## config.mk

```make
export PLATFORM = sky130hd
export DESIGN_NAME = sc_et_controller
export DESIGN_NICKNAME = d
export VERILOG_FILES = /design/src/rtl/sc_et_controller.sv
export SDC_FILE = /design/constraint.sdc
export NUM_CORES = 1
export LEC_CHECK = 0
export ABC_AREA = 1
export CORE_ASPECT_RATIO = 0.8
export CORE_MARGIN = 4
export CORE_UTILIZATION = 50
export CTS_BUF_LIST = sky130_fd_sc_hd__clkbuf_16
export DETAILED_ROUTE_END_ITERATION = 12
export GPL_ROUTABILITY_DRIVEN = 0
export HOLD_SLACK_MARGIN = 0.05
export PLACE_DENSITY = 0.82
export SYNTH_ARGS = -nofsm -noshare
export SYNTH_HDL_FRONTEND = slang
export SYNTH_SLANG_ARGS = --single-unit
```

## constraint.sdc

```tcl
create_clock -name clk -period 7.3 [get_ports clk]
set_input_delay 1.095 -clock clk [delete_from_list [all_inputs] [get_ports clk]]
set_output_delay 1.095 -clock clk [all_outputs]
set_load 0.1 [all_outputs]
```

## src/rtl/sc_et_controller.sv

```systemverilog
`default_nettype none
// ============================================================================
// Module   : sc_et_controller
// Brief    : Sequencer for one stochastic-computing evaluation: seeds/steps an
//            LFSR SNG bank, counts output 1s, optional progressive early stop.
// Revision : 1.0 - initial release
// ============================================================================
module sc_et_controller #(
    parameter int WIDTH       = 8,
    parameter int NUM_INPUTS  = 8,
    parameter int ET_MIN_LOG2 = 4,
    parameter int ET_TOL      = 2
) (
    input  logic                        clk,
    input  logic                        rst_n,
    input  logic                        start_valid,
    output logic                        start_ready,
    input  logic [NUM_INPUTS*WIDTH-1:0] start_bxs,
    input  logic                        et_en,
    input  logic                        abort,
    output logic                        sng_load,
    output logic                        sng_en,
    output logic [NUM_INPUTS*WIDTH-1:0] sng_bxs,
    input  logic                        sc_bit,
    output logic                        busy,
    output logic                        res_valid,
    input  logic                        res_ready,
    output logic [WIDTH-1:0]            result,
    output logic [WIDTH-1:0]            res_len,
    output logic                        res_early
);

    typedef enum logic [1:0] {
        S_IDLE = 2'd0,
        S_SEED = 2'd1,
        S_RUN  = 2'd2,
        S_DONE = 2'd3
    } state_t;

    localparam logic [WIDTH-1:0] c_one = WIDTH'(1);
    localparam logic [WIDTH-1:0] c_tol = WIDTH'(ET_TOL);

    state_t           r_state;
    logic             r_et_en;
    logic [WIDTH-1:0] r_cyc_cnt;
    logic [WIDTH-1:0] r_ones_cnt;
    logic [WIDTH-1:0] r_prev_est;

    logic [WIDTH-1:0] w_n;
    logic [WIDTH-1:0] w_ones_n;
    logic [WIDTH:0]   w_shifted;
    logic [WIDTH-1:0] w_est;
    logic [WIDTH-1:0] w_diff;
    logic             w_ckpt;
    logic             w_first;
    logic             w_early;
    logic             w_full;

    assign w_n      = r_cyc_cnt + c_one;
    assign w_ones_n = r_ones_cnt + {{(WIDTH-1){1'b0}}, sc_bit};

    // Checkpoints sit at n = 2^k; the extra bit catches ones_n = 2^k, which saturates.
    always_comb begin
        w_ckpt    = 1'b0;
        w_first   = 1'b0;
        w_shifted = '0;
        for (int k = ET_MIN_LOG2; k <= WIDTH - 1; k++) begin
            if (w_n == (c_one << k)) begin
                w_ckpt    = 1'b1;
                w_first   = (k == ET_MIN_LOG2);
                w_shifted = {1'b0, w_ones_n} << (WIDTH - k);
            end
        end
    end

    assign w_est   = w_shifted[WIDTH] ? {WIDTH{1'b1}} : w_shifted[WIDTH-1:0];
    assign w_diff  = (w_est >= r_prev_est) ? (w_est - r_prev_est) : (r_prev_est - w_est);
    assign w_early = r_et_en & w_ckpt & ~w_first & (w_diff <= c_tol);
    assign w_full  = (w_n == {WIDTH{1'b1}});

    assign start_ready = (r_state == S_IDLE);
    assign sng_load    = (r_state == S_SEED);
    assign sng_en      = (r_state == S_RUN);
    assign busy        = (r_state == S_SEED) || (r_state == S_RUN);
    assign res_valid   = (r_state == S_DONE);

    always_ff @(posedge clk or negedge rst_n) begin
        if (!rst_n) begin
            r_state    <= S_IDLE;
            r_et_en    <= 1'b0;
            r_cyc_cnt  <= '0;
            r_ones_cnt <= '0;
            r_prev_est <= '0;
            sng_bxs    <= '0;
            result     <= '0;
            res_len    <= '0;
            res_early  <= 1'b0;
        end else begin
            case (r_state)
                S_IDLE: begin
                    if (start_valid) begin
                        sng_bxs <= start_bxs;
                        r_et_en <= et_en;
                        r_state <= S_SEED;
                    end
                end
                S_SEED: begin
                    r_cyc_cnt  <= '0;
                    r_ones_cnt <= '0;
                    r_prev_est <= '0;
                    r_state    <= abort ? S_IDLE : S_RUN;
                end
                S_RUN: begin
                    if (abort) begin
                        r_state <= S_IDLE;
                    end else begin
                        r_cyc_cnt  <= w_n;
                        r_ones_cnt <= w_ones_n;
                        if (r_et_en && w_ckpt) begin
                            r_prev_est <= w_est;
                        end
                        if (w_early) begin
                            result    <= w_est;
                            res_len   <= w_n;
                            res_early <= 1'b1;
                            r_state   <= S_DONE;
                        end else if (w_full) begin
                            result    <= w_ones_n;
                            res_len   <= w_n;
                            res_early <= 1'b0;
                            r_state   <= S_DONE;
                        end
                    end
                end
                S_DONE: begin
                    if (res_ready) begin
                        r_state <= S_IDLE;
                    end
                end
                default: r_state <= S_IDLE;
            endcase
        end
    end

endmodule
`default_nettype wire

```

==> results.ini <==
[critical_path]
crit_start = sc_bit
worst-path-max-fanout = 26
worstSetupStartpointType = input port
max_stage_delay_ns = 0.48
cp-end-kind = register
path_class = input port to register
r2r_start = r_cyc_cnt[1]
path_buf_inv = 6
cp_common_cell = nand2_1
cp.required_ns = 7.58
cp.arrival_ns = 6.11
cpMaxStageDelayCell = clkdlybuf4s50_1
path_delay_family = simple AND/OR/NAND/NOR gates

[hold_path]
min_path_type = register to register
hold_path_startpoint = res_len[2]

[cells_and_area]
drive_gt1_share_pct = 16.0
syn2layout_area_growth_pct = 35.3
fin_area_um2 = 7610
fillers = 783
fin_nets = 833
n_antenna_cell = 0

[route]
routed_wl_um = 15100
vias = 4815
wl_per_cell_um = 17.0
drtIter0Drc = 388
ant_nets = 0
drc = 0
vias_per_cell = 5.42
drtPass1Iterations = 6

[clocking]
root_buffer = clkbuf_16
clk_latency_ns = 0.35
clkSinkCount = 108
cts_setup_buffers = 0
cts_resized = 0
clkTransAtPathRegs_ns = 0.07
cts_buffers = 9
postCtsHoldBufs = 0
cts_tree = done
htree_levels = 3
cts_buffer_depth = 2

[logic_synthesis]
seq_area_frac_synth_pct = 48.0
syn_nets = 679
synth_seq_cells = 108
netlist_area_um2 = 5630
ys_top_cells_by_count = nand2_1 (137), dfrtp_1 (108), mux2_2 (65), inv_1 (59), nand3_1 (46)
synth_area_per_cell_um2 = 9.62
yosysTopAreaCell = dfrtp_1
async_flop_share_pct = 100
synth-warning-count = 0
postSynthCellCount = 585
synthMostInstantiatedCell = nand2_1
synth_edf_count = 0
yosys.area.top_type_share_pct = 48.0
synth_top_cells_by_area = dfrtp_1 (48%), mux2_2 (13%), nand2_1 (9.1%)
yosys_most_used_dff = dfrtp_1
yosysUniqueCellTypes = 38

[floorplan]
rows = 34
die_w_um = 127
die_area_um2 = 13000
core_um2 = 10900
start_util_pct = 51.5
die_y_um = 103
pin_count = 157

[place]
preCtsSetupSlack_ns = 1.30
hpwl_um = 11400
portBuffers = 156
dpl_cell_area_um2 = 7310

[global_route]
grt.overflow.total = 0
grt_max_degree = 90
grt_pass1_wl_um = 24600
track_usage_pct = 23.6
grt_pass1_vias = 4915
grt_antenna_before_repair = 0

[sta]
finalMaxSlewViolations = 0
final-hold-violation-count = 0
clock.fmax_mhz = 172
relSlewSlack_pct = 25.9
setup_viol = 0
fin_setup_tns_ns = 0
rsz0062_at_grt = false
period_share_pct = 79.9
setup_ws_ns = 1.47
tightest_slew_ns = 1.11
fin_crit_ns = 5.83
fin_worst_skew_ns = 0.0114

[outcome]
status = finished clean

[run]
cap_violations = 0

## flip-flops by register name, summed over array words and instances, names as in the netlist
register,cells
r_ones_cnt,8
r_cyc_cnt,8
result,8
res_early,1
r_state,2
r_prev_est,8
r_et_en,1
sng_bxs,64
res_len,8
## final cells by class
class	instances	area [µm²]	area share (%)
Sequential cell	108	2700	35.5
Timing Repair Buffer	158	1570	20.7
Multi-Input combinational cell	399	2610	34.3
Inverter	63	236	3.11
Tap cell	144	180	2.37
Clock buffer	9	225	2.96
Clock inverter	7	83.8	1.10
## layer usage
layer,vias up,GRT usage [%],wire length [µm]
met4,0,5.69,199
met3,23,9.17,1590
li1,2247,-,-
met1,2317,27.9,5770
met5,-,0,0
met2,228,41.1,7560
## final timing paths
kind                                  to  slack [ns]  cells after the start
setup / recovery               result[7]        1.47                     32
hold / removal                res_len[2]        0.48                      2
setup reg to reg               result[7]        2.24                     31
hold reg to reg               res_len[2]        0.48                      2
max in group asynchronous  r_prev_est[4]        5.31                      2
min in group asynchronous    sng_bxs[50]        0.61                      1
## worst min-delay path, stage by stage, from the launching register on
cell,delay [ns]
dfrtp_1,0.34
nand2_1,0.06
o21ai_2,0.05
## cell usage in the layout (no fill, tap or decap), drive strengths merged, types with 2 or more instances in the layout
cell           count
o21bai             3
clkbuf             9
clkinv             2
o2111ai            2
fa                 2
a21oi             11
o21ai             29
a221oi             2
xnor2              2
inv               67
nor2              26
mux2              65
ha                21
dfrtp            108
nor3               2
nand2            146
nand4              5
o22ai             15
buf                3
nand3             53
clkdlybuf4s50    155
xor2               8
## cell families after synthesis
kind of cell / Yosys count / share of synthesized area, %
AOI/OAI and AO/OA: 67 / 7.49
DFF: 108 / 48.0
adders and majority gates: 23 / 5.38
buffers and inverters: 78 / 5.60
xor gates and xnor gates: 10 / 1.56
muxes: 65 / 13.0
and+or+nand+nor: 234 / 18.9
## per-stage QoR
stage          cells  utilization (%)  hold slack [ns]
2_1_floorplan    585                -            0.453
3_3_place_gp     872             66.8            0.470
3_5_place_dp     872             66.8            0.475
4_1_cts          888             69.6            0.486
5_1_grt          888             69.6            0.511
6_report         888             69.6            0.480
Power is not shown: default switching activity piles up to over one toggle a cycle in this logic, so the estimate is an artifact.
==> RTL edit, RTL diff (same flow settings) <==
The 4 states of `state_t` get a one-hot encoding in 4 bits.
--- a/src/rtl/sc_et_controller.sv
+++ b/src/rtl/sc_et_controller.sv
@@ -32,7 +32,7 @@
 
-    typedef enum logic [1:0] {
-        S_IDLE = 2'd0,
-        S_SEED = 2'd1,
-        S_RUN  = 2'd2,
-        S_DONE = 2'd3
+    typedef enum logic [3:0] {
+        S_IDLE = 4'b0001,
+        S_SEED = 4'b0010,
+        S_RUN  = 4'b0100,
+        S_DONE = 4'b1000
     } state_t;
Formal check against the unedited RTL: no difference found for any inputs over 10 cycles, from zero or initial values and one cycle with rst_n low; not proved beyond that.
==> RTL edit against the unedited design <==
Critical path depth is 4 lower. Fmax shrank 1.1%. Sequential cell count up 2. Sequential share of layout area rose by 0.30 points. Global-route usage is 1.3 points higher. Clock skew is 0.0020 ns higher. Wire length up 6.6%. Synthesized area grew 1.5%. Final area increased by 1.0%. Setup slack got worse by 0.065 ns. Critical path type unchanged.
==> RTL edit: results (changes against the unedited design) <==
[setup_path]
r2r_start=r_ones_cnt[0]
reg2reg_depth=27  ; -13%
rr_endpoint=result[3]
cp_max_fo=18  ; -31%
critPathArrivalTime_ns=6.15  ; +0.04 ns

[hold_path]
holdPathEnd=res_len[0]
min_from=res_len[0]
hp-class=reg2reg

[logic_synthesis]
syn-num-nets=688  ; +1.3%
synth.distinct_cells=46  ; +21%
ys_top_cells_by_count=132 x nand2_1, 109 x dfrtp_1, 65 x inv_1, 64 x mux2_2, 45 x nand3_1
ys_seq_area_share_pct=48.2  ; +0.19 points
synthTopCellsByArea=dfrtp_1 48%, mux2_2 13%, nand2_1 8.7%

[final_layout]
layout-drive-gt1-share_pct=15.5  ; -0.50 points
antenna_cells=0  ; unchanged
fillers=795  ; +1.5%
fin_nets=840  ; +0.84%

[detailed_routing]
wl_met1_um=6070  ; +5.2%
drtIter0Drc=548  ; +41%
via_count=4902  ; +1.8%
drtPass1Iterations=7  ; +1
met2_length_um=7860  ; +4.0%
route.met3.wl_um=1930  ; +21%

[global_routing]
grt_first_pass_wirelength_um=26100  ; +6.3%
grt_use_total_pct=24.9  ; +1.3 points
grt_max_degree=75  ; -17%
grt_pass1_vias=5167  ; +5.1%

[sta]
fin_skew_ns=0.0134  ; +0.00205 ns
tightest_slew_ns=1.03  ; -0.0773 ns

[place]
dp_hpwl_um=12200  ; +7.0%
dpl_cell_area_um2=7390  ; +1.2%

[status]
outcome=complete, no violations

RTL edit: metal layers:
layer	global-route usage [%]	vias up
met5	0	-
li1	-	2286
met2	40.6	234
met3	11.8	25
met4	6.13	0
met1	29.6	2357
RTL edit: critical path: stages:
cell             delay, ns
clkdlybuf4s50_1       0.46
ha_1                  0.19
ha_1                  0.21
nand3_2               0.10
nor2_1                0.13
xor2_1                0.28
inv_2                 0.08
nand3_2               0.11
nand4_4               0.18
a2111oi_0             0.86
inv_1                 0.18
ha_1                  0.42
inv_1                 0.12
o21bai_1              0.08
a211oi_1              0.31
nand3_1               0.12
nor2_1                0.12
nand2_1               0.06
clkinv_1              0.05
nand3_1               0.05
nor2_1                0.08
nand2_1               0.09
nand2_4               0.15
nand2_4               0.13
nand2_4               0.15
nand2_4               0.15
nand2_1               0.14
nand2_1               0.05
RTL edit: how the worst max path moves through the flow:
stage,cells past startpoint,startpoint,slack [ns],end
after detailed placement,28,sc_bit,1.17,result[3]
after global routing,24,sc_bit,1.07,result[2]
after floorplan,5,r_state[3],2.26,busy
after CTS,28,sc_bit,1.51,res_len[4]
after global placement,29,sc_bit,1.54,result[5]
final,28,sc_bit,1.41,result[3]
RTL edit: cell type report:
type / instances / area share, %
Multi-Input combinational cell: 400 / 34.0
Inverter: 71 / 3.46
Sequential cell: 110 / 35.8
Clock buffer: 9 / 2.93
Tap cell: 144 / 2.34
Timing Repair Buffer: 158 / 20.5
Clock inverter: 7 / 1.01
RTL edit: cell families (layout without fill, tap and decap cells):
family	count (synthesis)	after routing	share of synthesized area, %
XOR/XNOR	11	11	1.69
AND/OR/NAND/NOR	248	248	20.2
AO/OA/AOI/OAI	58	58	6.77
buffers and inverters	88	245	6.11
multiplexers	64	64	12.6
adder cells (fa/ha/maj)	19	19	4.42
flip-flops	110	110	48.2
RTL edit: through the flow:
stage | setup slack [ns] | power [µW] | hold slack [ns] | std cells | util [%]
global route | 1.07 | 4070 | 0.518 | 899 | 69.8
floorplan | 2.26 | 2810 | 0.482 | 598 | -
CTS | 1.51 | 3930 | 0.493 | 899 | 69.8
global placement | 1.54 | 3380 | 0.469 | 883 | 67.1
detailed placement | 1.17 | 3420 | 0.475 | 883 | 67.1
finish | 1.41 | 3910 | 0.493 | 899 | 69.8
RTL edit: power groups by stage:
stage | Combinational (µW) | Sequential, µW | Clock, µW
2_1_floorplan | 529 | 2280 | 0
3_3_place_gp | 2440 | 933 | 0
3_5_place_dp | 2470 | 948 | 0
4_1_cts | 2480 | 942 | 506
5_1_grt | 2570 | 966 | 535
6_report | 2470 | 940 | 500
